$ cat config.mk
export PLATFORM = sky130hd
export DESIGN_NAME = jacobi_iter_ctrl
export DESIGN_NICKNAME = d
export VERILOG_FILES = /design/src/rtl/jacobi_pkg.sv /design/src/rtl/jacobi_max_reduce.sv /design/src/rtl/jacobi_iter_ctrl.sv
export SDC_FILE = /design/constraint.sdc
export NUM_CORES = 1
export LEC_CHECK = 0
export CELL_PAD_IN_SITES_DETAIL_PLACEMENT = 0
export CELL_PAD_IN_SITES_GLOBAL_PLACEMENT = 1
export CORE_UTILIZATION = 35
export CTS_CLUSTER_DIAMETER = 200
export DETAILED_ROUTE_END_ITERATION = 10
export PLACE_DENSITY = 0.81
export SYNTH_ARGS = -nofsm -noshare
export SYNTH_HDL_FRONTEND = slang
export SYNTH_SLANG_ARGS = --single-unit
$ cat constraint.sdc
create_clock -name Clk -period 3.19 [get_ports Clk]
set_input_delay 0.4785 -clock Clk [delete_from_list [all_inputs] [get_ports Clk]]
set_output_delay 0.4785 -clock Clk [all_outputs]
set_load 0.01 [all_outputs]
$ cat src/rtl/jacobi_pkg.sv
// Shared definitions for the Jacobi iteration controller: global bus geometry,
// state encoding (identical to the STATUS state field) and register offsets.
package jacobi_pkg;

    localparam int GlobalAddrWidth = 8;
    localparam int GlobalDataWidth = 16;

    // The global read bus is OR-combined, so a slave that is not addressed
    // contributes all zeros.
    localparam logic [GlobalDataWidth-1:0] GlobalDataHighZ = '0;

    typedef enum logic [1:0] {
        JS_IDLE = 2'd0,
        JS_STEP = 2'd1,
        JS_EVAL = 2'd2,
        JS_DONE = 2'd3
    } jstate_e;

    localparam logic [1:0] JR_ITER   = 2'd0;
    localparam logic [1:0] JR_THRESH = 2'd1;
    localparam logic [1:0] JR_STATUS = 2'd2;
    localparam logic [1:0] JR_CMD    = 2'd3;

endpackage

$ cat src/rtl/jacobi_max_reduce.sv
// Combinational maximum over NCH unsigned channels, built as a balanced
// binary tree so depth grows with log2(NCH). Missing leaves are zero.
module jacobi_max_reduce #(
    parameter int WIDTH = 8,
    parameter int NCH   = 4
) (
    input  logic [NCH*WIDTH-1:0] delta,
    output logic [WIDTH-1:0]     maxd
);

    localparam int LEAVES = 1 << $clog2(NCH);

    logic [LEAVES*WIDTH-1:0] padded;
    logic [WIDTH-1:0]        node [1:2*LEAVES-1];

    // Heap-ordered tree: node i compares its children 2i and 2i+1.
    always_comb begin
        padded = '0;
        padded[NCH*WIDTH-1:0] = delta;
        for (int i = 0; i < LEAVES; i++) begin
            node[LEAVES+i] = padded[i*WIDTH +: WIDTH];
        end
        for (int i = LEAVES - 1; i >= 1; i--) begin
            node[i] = (node[2*i] > node[2*i+1]) ? node[2*i] : node[2*i+1];
        end
        maxd = node[1];
    end

endmodule

$ cat src/rtl/jacobi_iter_ctrl.sv
// Iteration controller for the Jacobi array: pulses Enable once per
// iteration, reduces the channel deltas and stops on budget or convergence.
//
// state | meaning
// IDLE  | parked after reset or abort, Enable low
// STEP  | Enable high for one cycle, array updates on the next edge
// EVAL  | Delta valid; reduce, count hits, decide next step
// DONE  | run finished, Done high until next ITER write or abort
module jacobi_iter_ctrl
    import jacobi_pkg::*;
#(
    parameter int WIDTH   = 8,
    parameter int CWIDTH  = 8,
    parameter int IDWIDTH = 8,
    parameter int NCH     = 4,
    parameter int HITS    = 2
) (
    input  logic                       Clk,
    input  logic                       Reset,
    input  logic                       RD,
    input  logic                       WR,
    input  logic [GlobalAddrWidth-1:0] Addr,
    input  logic [GlobalDataWidth-1:0] DataIn,
    output logic [GlobalDataWidth-1:0] DataOut,
    input  logic [IDWIDTH-1:0]         Id,
    input  logic [NCH*WIDTH-1:0]       Delta,
    output logic                       Enable,
    output logic                       Done,
    output logic                       Converged
);

    localparam int              HITS_W   = $clog2(HITS + 1);
    localparam logic [HITS_W-1:0] HITS_MAX = HITS_W'(HITS);

    jstate_e             state_q, state_d;
    logic [CWIDTH-1:0]   remaining_q, remaining_d;
    logic [CWIDTH-1:0]   iters_q, iters_d;
    logic [HITS_W-1:0]   hits_q, hits_d;
    logic [WIDTH-1:0]    thresh_q, thresh_d;
    logic                done_q, done_d;
    logic                conv_q, conv_d;
    logic                enable_q, enable_d;

    logic [WIDTH-1:0]    maxd;
    logic [IDWIDTH-1:0]  offset;
    logic                addr_hit;
    logic [1:0]          reg_sel;
    logic                wr_iter, wr_thresh, wr_cmd;
    logic [GlobalDataWidth-1:0] rdata;
    logic                unused_bits;

    jacobi_max_reduce #(.WIDTH(WIDTH), .NCH(NCH)) u_max (
        .delta (Delta),
        .maxd  (maxd)
    );

    // Subtracting the base makes Id+k wrap modulo 2^IDWIDTH for free.
    assign offset    = Addr[IDWIDTH-1:0] - Id;
    assign addr_hit  = ({1'b0, offset} < (IDWIDTH+1)'(4));
    assign reg_sel   = offset[1:0];
    assign wr_iter   = WR && addr_hit && (reg_sel == JR_ITER);
    assign wr_thresh = WR && addr_hit && (reg_sel == JR_THRESH);
    assign wr_cmd    = WR && addr_hit && (reg_sel == JR_CMD);

    assign unused_bits = ^{DataIn, Addr};

    // Next-state logic: bus commands override the sequencer in the same cycle.
    always_comb begin
        state_d     = state_q;
        remaining_d = remaining_q;
        iters_d     = iters_q;
        hits_d      = hits_q;
        thresh_d    = thresh_q;
        done_d      = done_q;
        conv_d      = conv_q;

        if (wr_iter) begin
            hits_d      = '0;
            iters_d     = '0;
            conv_d      = 1'b0;
            remaining_d = DataIn[CWIDTH-1:0];
            if (DataIn[CWIDTH-1:0] != '0) begin
                state_d = JS_STEP;
                done_d  = 1'b0;
            end else begin
                state_d = JS_DONE;
                done_d  = 1'b1;
            end
        end else if (wr_cmd && DataIn[0]) begin
            // Abort leaves the counters untouched so they can be inspected.
            state_d = JS_IDLE;
            done_d  = 1'b0;
        end else begin
            case (state_q)
                JS_STEP: state_d = JS_EVAL;
                JS_EVAL: begin
                    if (maxd <= thresh_q) begin
                        hits_d = (hits_q == HITS_MAX) ? hits_q : hits_q + 1'b1;
                    end else begin
                        hits_d = '0;
                    end
                    remaining_d = remaining_q - 1'b1;
                    if (iters_q != '1) begin
                        iters_d = iters_q + 1'b1;
                    end
                    // Convergence wins over an exhausted budget.
                    if (hits_d == HITS_MAX) begin
                        state_d = JS_DONE;
                        done_d  = 1'b1;
                        conv_d  = 1'b1;
                    end else if (remaining_d == '0) begin
                        state_d = JS_DONE;
                        done_d  = 1'b1;
                        conv_d  = 1'b0;
                    end else begin
                        state_d = JS_STEP;
                    end
                end
                default: ;
            endcase
        end

        if (wr_thresh) begin
            thresh_d = DataIn[WIDTH-1:0];
        end

        enable_d = (state_d == JS_STEP);
    end

    // State and registered outputs; reset clears Enable without a clock.
    always_ff @(posedge Clk or negedge Reset) begin
        if (!Reset) begin
            state_q     <= JS_IDLE;
            remaining_q <= '0;
            iters_q     <= '0;
            hits_q      <= '0;
            thresh_q    <= '0;
            done_q      <= 1'b0;
            conv_q      <= 1'b0;
            enable_q    <= 1'b0;
        end else begin
            state_q     <= state_d;
            remaining_q <= remaining_d;
            iters_q     <= iters_d;
            hits_q      <= hits_d;
            thresh_q    <= thresh_d;
            done_q      <= done_d;
            conv_q      <= conv_d;
            enable_q    <= enable_d;
        end
    end

    // Combinational register read mux, zero-filled above each field.
    always_comb begin
        rdata = '0;
        case (reg_sel)
            JR_ITER:   rdata[CWIDTH-1:0] = remaining_q;
            JR_THRESH: rdata[WIDTH-1:0]  = thresh_q;
            JR_STATUS: begin
                rdata[1:0]          = state_q;
                rdata[2]            = done_q;
                rdata[3]            = conv_q;
                rdata[CWIDTH+3:4]   = iters_q;
            end
            default: ;
        endcase
    end

    assign DataOut   = (RD && addr_hit) ? rdata : GlobalDataHighZ;
    assign Enable    = enable_q;
    assign Done      = done_q;
    assign Converged = conv_q;

endmodule

---- Word level (Yosys, flattened, before mapping) ----
Index checks and enable logic that the tools add are counted.
word-level totals
  flip-flop bits (word level) ............. 31
  latch bits .............................. 0
  RAM bits ................................ 0
  bits in read-only memories .............. 0
  input bits .............................. 68
  output and inout port bits .............. 19
  memories kept ........................... 0
cells by class
  $add $sub $neg .......................... 4
  $mul .................................... 0
  divide/modulo/power cells ............... 0
  magnitude comparators ................... 5
  equal/unequal tests ..................... 10
  shifts and indexed selects .............. 0
  muxes and demuxes ....................... 38
  bitwise logic cells ..................... 0
  reduce and logical (&&, ||, !) cells .... 18
operators with widths
  cell                                                                           count
  8-bit 2-to-1 mux                                                               10
  2-bit 2-to-1 mux                                                               13
  8-bit > comparator                                                             3
  8-bit case mux with 3 select lines                                             1
  12-bit 2-to-1 mux                                                              1
  1-bit 2-to-1 mux                                                               11
  2-bit == test (second input constant)                                          5
  8-bit by 1-bit adder with 8-bit output (second input constant)                 1
  8-bit less-or-equal comparator                                                 1
  8-bit zero test                                                                1
  8-bit by 3-bit less-than comparator with 1-bit output (second input constant)  1
  8-bit inequality test (second input constant)                                  1
  8-bit nonzero test                                                             1
  8-bit by 1-bit subtractor with 8-bit output (second input constant)            1
  8-bit subtractor                                                               1
  2-bit by 1-bit == test with 1-bit output (second input constant)               3
  1-bit logical AND                                                              6
  3-bit AND reduction                                                            2
  3-bit nonzero test                                                             2
  4-bit 2-to-1 mux                                                               1
  2-bit case mux with 2 select lines                                             1
  2-bit AND reduction                                                            2
  2-bit nonzero test                                                             2
  4-bit nonzero test                                                             1
  3 further kinds                                                                3

---- Depth between registers and ports, before layout ----
Gate-level depths: netlist (run 1).
  depth in word-level cells ............... 15
  depth in mapped cells ................... 24

---- By module ----
From an unflattened synthesis (run 1), not the netlist that was laid out.
second synthesis, totals
  cells, all modules ...................... 406
  area, all modules ....................... 3,475.8 um^2
modules (own cells, without submodules)
  module             times used  cells each  area each (um^2)  sequential area each (um^2)
  jacobi_iter_ctrl   1           296         2,590.0           775.7
  jacobi_max_reduce  1           110         885.8             0.0

---- Worst setup path before layout (run 1) ----
Ideal clock, no wire load.
  path kind ............................... input-to-reg
  from .................................... input port Delta[25]
  to ...................................... register state_q[1]
  arrival time ............................ 5.013 ns
  required time ........................... 3.063 ns
  slack ................................... -1.950 ns
  stages on the path ...................... 22
  path buffers ............................ 0
  cell sequence ........................... inv_1 > ha_1 > nor2b_1 > o21a_1 > o21a_1 > o21ai_1 > a221oi_2 > mux2i_1 > ha_1 > and3_1 > nand4_1 > o21ai_0 > a21oi_1 > mux2_2 > ha_1 > nor2b_1 > o211ai_1 > a211o_1 > and4_1 > o41ai_1 > nand2b_1 > o21ai_0
on the way
  word-level cells in the longest chain between the ends .. 14
ends and longest elaborated chain
  element                               RTL line                 source
  start: declaration                    jacobi_iter_ctrl.sv:26   input logic [NCH*WIDTH-1:0] Delta,
  8-bit > comparator                    jacobi_max_reduce.sv:24  node[i] = (node[2*i] > node[2*i+1]) ? node[2*i] : node[2*i+1];
  8-bit 2-to-1 mux *                    jacobi_max_reduce.sv:24
  8-bit > comparator                    jacobi_max_reduce.sv:24
  8-bit 2-to-1 mux *                    jacobi_max_reduce.sv:24
  8-bit less-or-equal comparator *      jacobi_iter_ctrl.sv:97   if (maxd <= thresh_q) begin
  2-bit 2-to-1 mux *                    jacobi_iter_ctrl.sv:97
  2-bit 2-to-1 mux *                    jacobi_iter_ctrl.sv:94   case (state_q)
  2-bit 2-to-1 mux *                    jacobi_iter_ctrl.sv:89   end else if (wr_cmd && DataIn[0]) begin
  2-bit 2-to-1 mux *                    jacobi_iter_ctrl.sv:77   if (wr_iter) begin
  2-bit == test *                       jacobi_iter_ctrl.sv:107  if (hits_d == HITS_MAX) begin
  2-bit 2-to-1 mux *                    jacobi_iter_ctrl.sv:107
  2-bit case mux with 2 select lines *  jacobi_iter_ctrl.sv:94
  2-bit 2-to-1 mux *                    jacobi_iter_ctrl.sv:89
  2-bit 2-to-1 mux *                    jacobi_iter_ctrl.sv:77
  via state_d[1]                        jacobi_iter_ctrl.sv:35   jstate_e state_q, state_d;
  end signal: assignment                jacobi_iter_ctrl.sv:142  state_q <= state_d;
  end: declaration                      jacobi_iter_ctrl.sv:35
The timed path passes the listed nets; every way through them passes the cells marked *. The select of a mux whose other input is x is not followed.
A chain may end at the register's enable or synchronous reset.

---- Final worst setup path (run 1) ----
  from .................................... input port Delta[16]
  to ...................................... register state_q[1]
Same word-level chain as after synthesis.

==> Flow_metrics.wiki, run 1 <==
{| class="wikitable"
! Metric !! Value
|-
| Violation count after the first detailed-routing iteration || 91
|-
| Accumulated negative setup slack || -8.77 ns
|-
| Number of nets in the final layout || 708
|-
| Max Clk Rate || between 200 and 250 MHz
|-
| First-pass iteration count of the detailed router || 6
|-
| Area of the multi-input gates || 0.00299 mm^2
|-
| Global-route total usage across every layer || 0.212
|-
| Final HPWL DP || 8230 um
|-
| Worst-margin pin slew || just under 0.8 ns
|-
| Clock root cell || clkbuf_8
|-
| Total number of H-tree levels || 2
|-
| Area growth from synthesis to layout || 69.8%
|-
| Final-report hold violation count || 0
|-
| RSZ-0062 raised after global routing || true
|-
| First-pass GRT wire length || 17,200 um
|-
| Worst relative slew slack || 0.482
|-
| Synth warnings || 0
|-
| PwrDens || 491 mW/mm^2
|-
| Largest net degree at the start of global routing || 32
|-
| Routed vias/inst || between 5 and 6
|-
| Filler Cell Count || 789
|-
| Maximum Capacitance Violations || 0
|-
| Number of synthesized register bits || 31
|-
| Final critical-path share of the clock period || 1.50
|-
| Syn Inst Count || ~410
|-
| Post-detailed-routing wire length || around 11,000 um
|-
| Die area || 0.0103 mm^2
|-
| Average cell area after synthesis || 8.43 um^2
|-
| PnR worst setup slack || -1.59 ns
|-
| Diodes inserted || 0
|-
| Type of destination of the critical path || flip-flop
|-
| Setup violators final || 6
|-
| Post-layout total power || 2900 uW
|-
| Number of rows created at floorplan || 36
|-
| Count of boundary I/O pins || 87
|-
| Library cells used by synthesis || 66
|-
| Class of the most critical setup path || in -> reg
|-
| Antenna violations before repair || 0
|-
| Register Area || 776 um^2
|-
| CTS tree || done
|-
| Main flop type after synthesis || dfrtp_1
|-
| Failing checks || negative setup slack
|-
| Number of global-route vias before repair || 3,764
|-
| DP Worst Slack || -2.35 ns
|-
| Proportion of layout cells with a drive suffix above 1 || 0.415
|-
| Data arrival, critical path || 4.97 ns
|-
| Critical path launch point type || input port
|-
| Lkg Pwr || 0.00294 uW
|-
| CTS Sinks || 31
|-
| Clock-pin slew on the worst setup and hold paths || 0.07 ns
|-
| Placer Congestion || 0.847
|-
| Sequential share of the synthesized area || 0.223
|-
| Commonest cells after routing, fill and taps aside || buf_4 (100), inv_1 (32), dfrtp_1 (31)
|-
| Max Fanout on Critical Path || 8
|-
| Library cell contributing the largest single delay on the critical path || o41ai_4
|-
| Post-detailed-route count of antenna-violating nets || 0
|-
| Leading cell type in the layout, fill and taps excluded || buf_4
|-
| I/O Buffers || 74
|-
| Worst clock skew || between 0.007 and 0.008 ns
|-
| Shortest clock period the worst path allows after layout || about 4.8 ns
|-
| Result of the run || complete, but fails checks
|-
| Initial standard-cell utilization of the core || 0.359
|-
| Synth Cell Area || 0.00348 mm^2
|-
| Detailed-route wire length per cell || 15.2 um
|-
| Number of buffers between clock root and the deepest sink || 2
|-
| Worst IR Drop VDD || 262 uV
|-
| Via count || between 3,000 and 4,000
|-
| Post-detailed-route DRC marker count || 0
|-
| Total count of max-transition violations in the final report || 0
|-
| Clock latency at the later pin of the worst-skew pair || 0.29 ns
|-
| Critical Path RT || 3.38 ns
|-
| Remaining Overflow, GRT || 0
|-
| Top cell by count, worst path || o21a_1
|-
| Fraction of registers with async set or reset after synthesis || 1.00
|-
| CTS buffer count || 5
|-
| Path class of the lowest-slack min-delay path || reg -> reg
|-
| Die Span X || 102 um
|-
| Core region area || 0.00968 mm^2
|-
| Delay contributed by the slowest stage of the critical path || about 0.36 ns
|-
| Die Height || 102 um
|-
| Number of enable flip-flop cells after synthesis || 0
|}
==> registers in the layout, summed over array words and instances (netlist names) <==
| signal | flops |
|---|---|
| Enable | 1 |
| Converged | 1 |
| remaining_q | 8 |
| hits_q | 2 |
| state_q | 2 |
| thresh_q | 8 |
| Done | 1 |
| iters_q | 8 |
==> cell families after synthesis <==
logic type | share of synthesized area
xor gates and xnor gates | 0.0226
adders and majority gates | 0.168
other | 0.00108
AOI/OAI and AO/OA | 0.185
and+or+nand+nor | 0.220
DFF | 0.223
muxes | 0.0960
buffers and inverters | 0.0848
==> final cells by class <==
| cell class | instances | share of cell area |
|---|---|---|
| clock buffers | 6 | 0.0140 |
| clock inverters | 2 | 0.00593 |
| inverters | 49 | 0.0324 |
| multi-input cells | 319 | 0.506 |
| flip-flops and latches | 31 | 0.131 |
| well taps | 133 | 0.0282 |
| repair buffers | 188 | 0.283 |
==> synth_stat cells (all sizes together) (7+ instances only) <==
cell type | instances | area (um^2)
a21oi | 17 | 85.1
nor3 | 14 | 90.1
ha | 45 | 563
o21ai | 29 | 145
inv | 49 | 184
nor2 | 24 | 90.1
buf | 12 | 92.6
mux2i | 24 | 240
nor2b | 9 | 56.3
xnor2 | 7 | 61.3
nand2 | 32 | 120
nand3 | 8 | 40.0
a22oi | 8 | 60.1
dfrtp | 31 | 776
o21a | 9 | 67.6
mux2 | 8 | 93.8
and3 | 9 | 66.3
==> where the power goes <==
group	leakage, uW	total [uW]	switching, uW	internal (uW)
logic	0.00253	1770	840	926
clock network	0.0000612	422	169	253
registers	0.000349	716	163	553
==> worst max-delay path, delay by kind of cell <==
kind	cells	cell delay, ns
muxes	2	0.57
adders and majority gates	3	0.57
and+or+nand+nor	5	0.68
AOI/OAI and AO/OA	12	2.06
buffers and inverters	4	0.59
==> per-layer routing <==
metal | global-route usage | vias up | wire length (um)
met4 | 0.0914 | 0 | 248
met1 | 0.241 | 1817 | 4580
met3 | 0.0304 | 22 | 382
met2 | 0.392 | 100 | 5870
li1 | - | 1830 | -
met5 | 0 | - | 0
==> worst paths after layout <==
check	start	endpoint	slack [ns]	depth (start not counted)
min in group asynchronous	Reset	iters_q[7]$_DFFE_PN0P_	0.57	2
worst max register to register	remaining_q[0]$_DFFE_PN0P_	Converged$_DFFE_PN0P_	0.82	9
worst max-delay path	Delta[16]	state_q[1]$_DFF_PN0_	-1.59	26
worst min register to register	hits_q[1]$_DFFE_PN0P_	hits_q[1]$_DFFE_PN0P_	0.51	1
max in group asynchronous	Reset	remaining_q[1]$_DFFE_PN0P_	2.30	2
worst min-delay path	hits_q[1]$_DFFE_PN0P_	hits_q[1]$_DFFE_PN0P_	0.51	1
==> metrics by stage <==
stage	hold slack, ns	utilization	area [um^2]	instances
after floorplan	0.183	-	3570	416
after global placement	0.485	0.507	4910	677
after detailed placement	0.492	0.507	4910	677
after CTS	0.510	0.564	5460	711
after global routing	0.523	0.610	5910	728
final	0.507	0.610	5910	728
==> timing repair <==
| item | in CTS | in global routing |
|---|---|---|
| setup endpoints to repair | 20 | 28 |
| resized for setup | 133 | 117 |
| gates cloned | 0 | 0 |
| setup buffers | 26 | 18 |
| endpoints found under the hold margin | 0 | 0 |
| pin swaps | 31 | 36 |
| hold buffers | 0 | 0 |
Power figures use the tool's default switching activity.
==> run 2, diff against run 1 <==
--- a/config.mk
+++ b/config.mk
@@ -5,6 +5,7 @@
 export SDC_FILE = /design/constraint.sdc
 export NUM_CORES = 1
 export LEC_CHECK = 0
+export ABC_AREA = 0
 export CELL_PAD_IN_SITES_DETAIL_PLACEMENT = 0
 export CELL_PAD_IN_SITES_GLOBAL_PLACEMENT = 1
 export CORE_UTILIZATION = 35
==> results of run 2 <==
Same layout as run 1: the final DEF is identical, and so are final timing and power.
==> run 3, diff against run 2 <==
--- a/config.mk
+++ b/config.mk
@@ -11,7 +11,8 @@
 export CORE_UTILIZATION = 35
 export CTS_CLUSTER_DIAMETER = 200
 export DETAILED_ROUTE_END_ITERATION = 10
-export PLACE_DENSITY = 0.81
+export DONT_BUFFER_PORTS = 1
+export PLACE_DENSITY = 0.65
 export SYNTH_ARGS = -nofsm -noshare
 export SYNTH_HDL_FRONTEND = slang
 export SYNTH_SLANG_ARGS = --single-unit
==> run 3 against run 2 <==
  * Sequential cell count unchanged
  * Worst hold slack got worse by 0.48 ns
  * The flow still finishes with violations (negative setup slack)
  * Sequential power is 1% higher
  * Combinational power is 18% lower
  * Critical path type unchanged
  * Global-route usage decreased by 3.0 points
  * Non-clock buffer count fell by 140
  * Highest routed layer unchanged
  * Routed wire length down 16%
  * Clock-buffer cell count rose by 1
  * Critical path depth is 1 lower
  * Fmax up 5.0%
  * Sequential share of layout area increased by 4.9 points
==> Flow_metrics.wiki, run 3 (synthesis results as in run 1) <==
{| class="wikitable"
! Metric !! Value
|-
| Result of the run || complete, but fails checks
|-
| Failing checks || negative setup slack
|-
| Critical Path RT || 3.36 ns
|-
| Post-detailed-route DRC marker count || 0
|-
| Violation count after the first detailed-routing iteration || 101
|-
| Data arrival, critical path || 4.73 ns
|-
| Post-detailed-route count of antenna-violating nets || 0
|-
| Library cell contributing the largest single delay on the critical path || o41ai_4
|-
| Final critical-path share of the clock period || 1.43
|-
| Initial standard-cell utilization of the core || 0.359
|-
| Accumulated negative setup slack || -7.35 ns
|-
| Clock latency at the later pin of the worst-skew pair || 0.28 ns
|-
| Portion of total power attributed to sequential cells || 0.292
|-
| Worst relative slew slack || 0.518
|-
| Detailed-route wire length per cell || 15.7 um
|-
| Switching power summed over all nets || ~1000 uW
|-
| Shortest clock period the worst path allows after layout || approximately 4.6 ns
|-
| CTS Sinks || 31
|-
| Diodes inserted || 0
|-
| Die Height || 102 um
|-
| I/O Buffers || 0
|-
| Number of rows created at floorplan || 36
|-
| CTS tree || done
|-
| Clock root cell || clkbuf_8
|-
| Total count of max-transition violations in the final report || 0
|-
| Internal reg-to-reg setup slack || 0.87 ns
|-
| Share of total power in the clock network || 0.125
|-
| Placer Congestion || 0.862
|-
| Number of global-route vias before repair || 2,950
|-
| Leading cell type in the layout, fill and taps excluded || inv_1
|-
| Final-report hold violation count || 0
|-
| Max Fanout on Critical Path || 7
|-
| Final HPWL DP || 7390 um
|-
| Count of boundary I/O pins || 87
|-
| First-pass iteration count of the detailed router || 4
|-
| Number of nets in the final layout || 568
|-
| Delay contributed by the slowest stage of the critical path || 0.35 ns
|-
| FF-to-FF Start || remaining_q[1]$_DFFE_PN0P_
|-
| PwrDens || between 500 and 600 mW/mm^2
|-
| Clock-pin slew on the worst setup and hold paths || 0.07 ns
|-
| Total number of H-tree levels || 2
|-
| Max Clk Rate || about 220 MHz
|-
| Switching portion of total power || 0.420
|-
| Core region area || 0.00968 mm^2
|-
| Number of buffers between clock root and the deepest sink || 2
|-
| Routed vias/inst || roughly 5.3
|-
| Via count || 3,099
|-
| Count of cells along the worst register-to-register path || 9
|-
| Lkg Pwr || 0.00200 uW
|-
| Largest registers || iters_q (8), remaining_q (8), thresh_q (8)
|-
| Area growth from synthesis to layout || 23.9%
|-
| Die area || roughly 0.010 mm^2
|-
| RSZ-0062 raised after global routing || true
|-
| Type of destination of the critical path || flip-flop
|-
| Antenna violations before repair || 0
|-
| Worst IR Drop VDD || 256 uV
|-
| Commonest cells after routing, fill and taps aside || inv_1 (45), buf_4 (42), ha_1 (40)
|-
| Path class of the lowest-slack min-delay path || in -> async
|-
| Largest net degree at the start of global routing || 32
|-
| Worst-margin pin slew || 0.718 ns
|-
| Proportion of layout cells with a drive suffix above 1 || 0.244
|-
| Worst clock skew || a little under 0.003 ns
|-
| PnR worst setup slack || -1.37 ns
|-
| Comb pwr share || 0.583
|-
| Top cell by count, worst path || o21a_1
|-
| Maximum Capacitance Violations || 0
|-
| First-pass GRT wire length || about 15,000 um
|-
| Setup violators final || 6
|-
| Post-detailed-routing wire length || between 9000 and 10,000 um
|-
| Capturing point of the worst reg2reg path || Converged$_DFFE_PN0P_
|-
| Die Span X || about 100 um
|-
| Worst hold slack across all endpoints || around 0.023 ns
|-
| Critical path's top delay family || compound AO/OA/AOI/OAI gates
|-
| Global-route total usage across every layer || 0.182
|-
| Class of the most critical setup path || in -> reg
|-
| Critical path launch point type || input port
|-
| CTS buffer count || 5
|-
| Remaining Overflow, GRT || 0
|-
| Number of buffers and inverters on the critical path || 4
|-
| Final cell count without fillers || 588
|-
| Cell internal power dissipation || 1440 uW
|-
| Number of instances in the placed design || 566
|}
run 3: cell count changes in the layout (fill, tap and decap cells not counted), moves of 14 or more:
cell	change
dlymetal6s2s_1	-27
inv_2	-14
clkdlybuf4s50_1	-20
ha_1	+16
buf_6	-14
buf_4	-58
run 3: worst max path at each step:
stage          startpoint                    to  slack [ns]  cells after the start
2_1_floorplan    Delta[9]  state_q[1]$_DFF_PN0_       -1.50                     24
3_3_place_gp    Delta[25]  state_q[1]$_DFF_PN0_       -1.67                     23
3_5_place_dp    Delta[25]  state_q[1]$_DFF_PN0_       -1.77                     23
4_1_cts         Delta[25]  state_q[1]$_DFF_PN0_       -1.35                     25
5_1_grt          Delta[9]  state_q[1]$_DFF_PN0_       -1.53                     25
6_report         Delta[9]  state_q[1]$_DFF_PN0_       -1.37                     25
run 3: power groups by stage:
stage	registers (uW)	logic, uW	clock network (uW)
floorplan	674	958	0
global placement	730	1230	0
detailed placement	729	1250	0
CTS	724	1360	316
global route	749	1610	333
finish	725	1450	310
run 3: metal layers:
metal  global-route usage  wire, um
met5                    0         0
met2                0.333      4820
met4               0.0502       102
met1                0.221      4020
met3               0.0269       322
run 3: final cells by class:
cell class,count,area (um^2)
Multi-Input combinational cell,319,2680
Timing Repair Buffer,48,409
Fill cell,947,5370
Clock inverter,1,5.00
Sequential cell,31,776
Clock buffer,7,76.3
Inverter,49,204
Tap cell,133,166
run 3: worst register-to-register path: cells and delay by family (launching register included):
family,cells,cell delay [ns]
XOR/XNOR,1,0.12
buffers and inverters,1,0.12
adder cells (fa/ha/maj),1,0.22
AND/OR/NAND/NOR,4,1.00
flip-flops,1,0.41
AO/OA/AOI/OAI,2,0.36
run 3: timing repair:
action	in CTS	in global routing
buffers inserted	8	6
pin swaps	14	26
setup endpoints to repair	6	14
hold buffers	1	0
hold endpoints to repair	31	0
resized for setup	16	31
run 3: metrics by stage:
step | worst slack, ns | total power (uW) | util | area (um^2)
floorplan | -1.50 | 1630 | - | 3570
global placement | -1.67 | 1960 | 0.403 | 3900
detailed placement | -1.77 | 1980 | 0.403 | 3900
CTS | -1.35 | 2400 | 0.427 | 4140
global route | -1.53 | 2690 | 0.445 | 4310
finish | -1.37 | 2480 | 0.445 | 4310
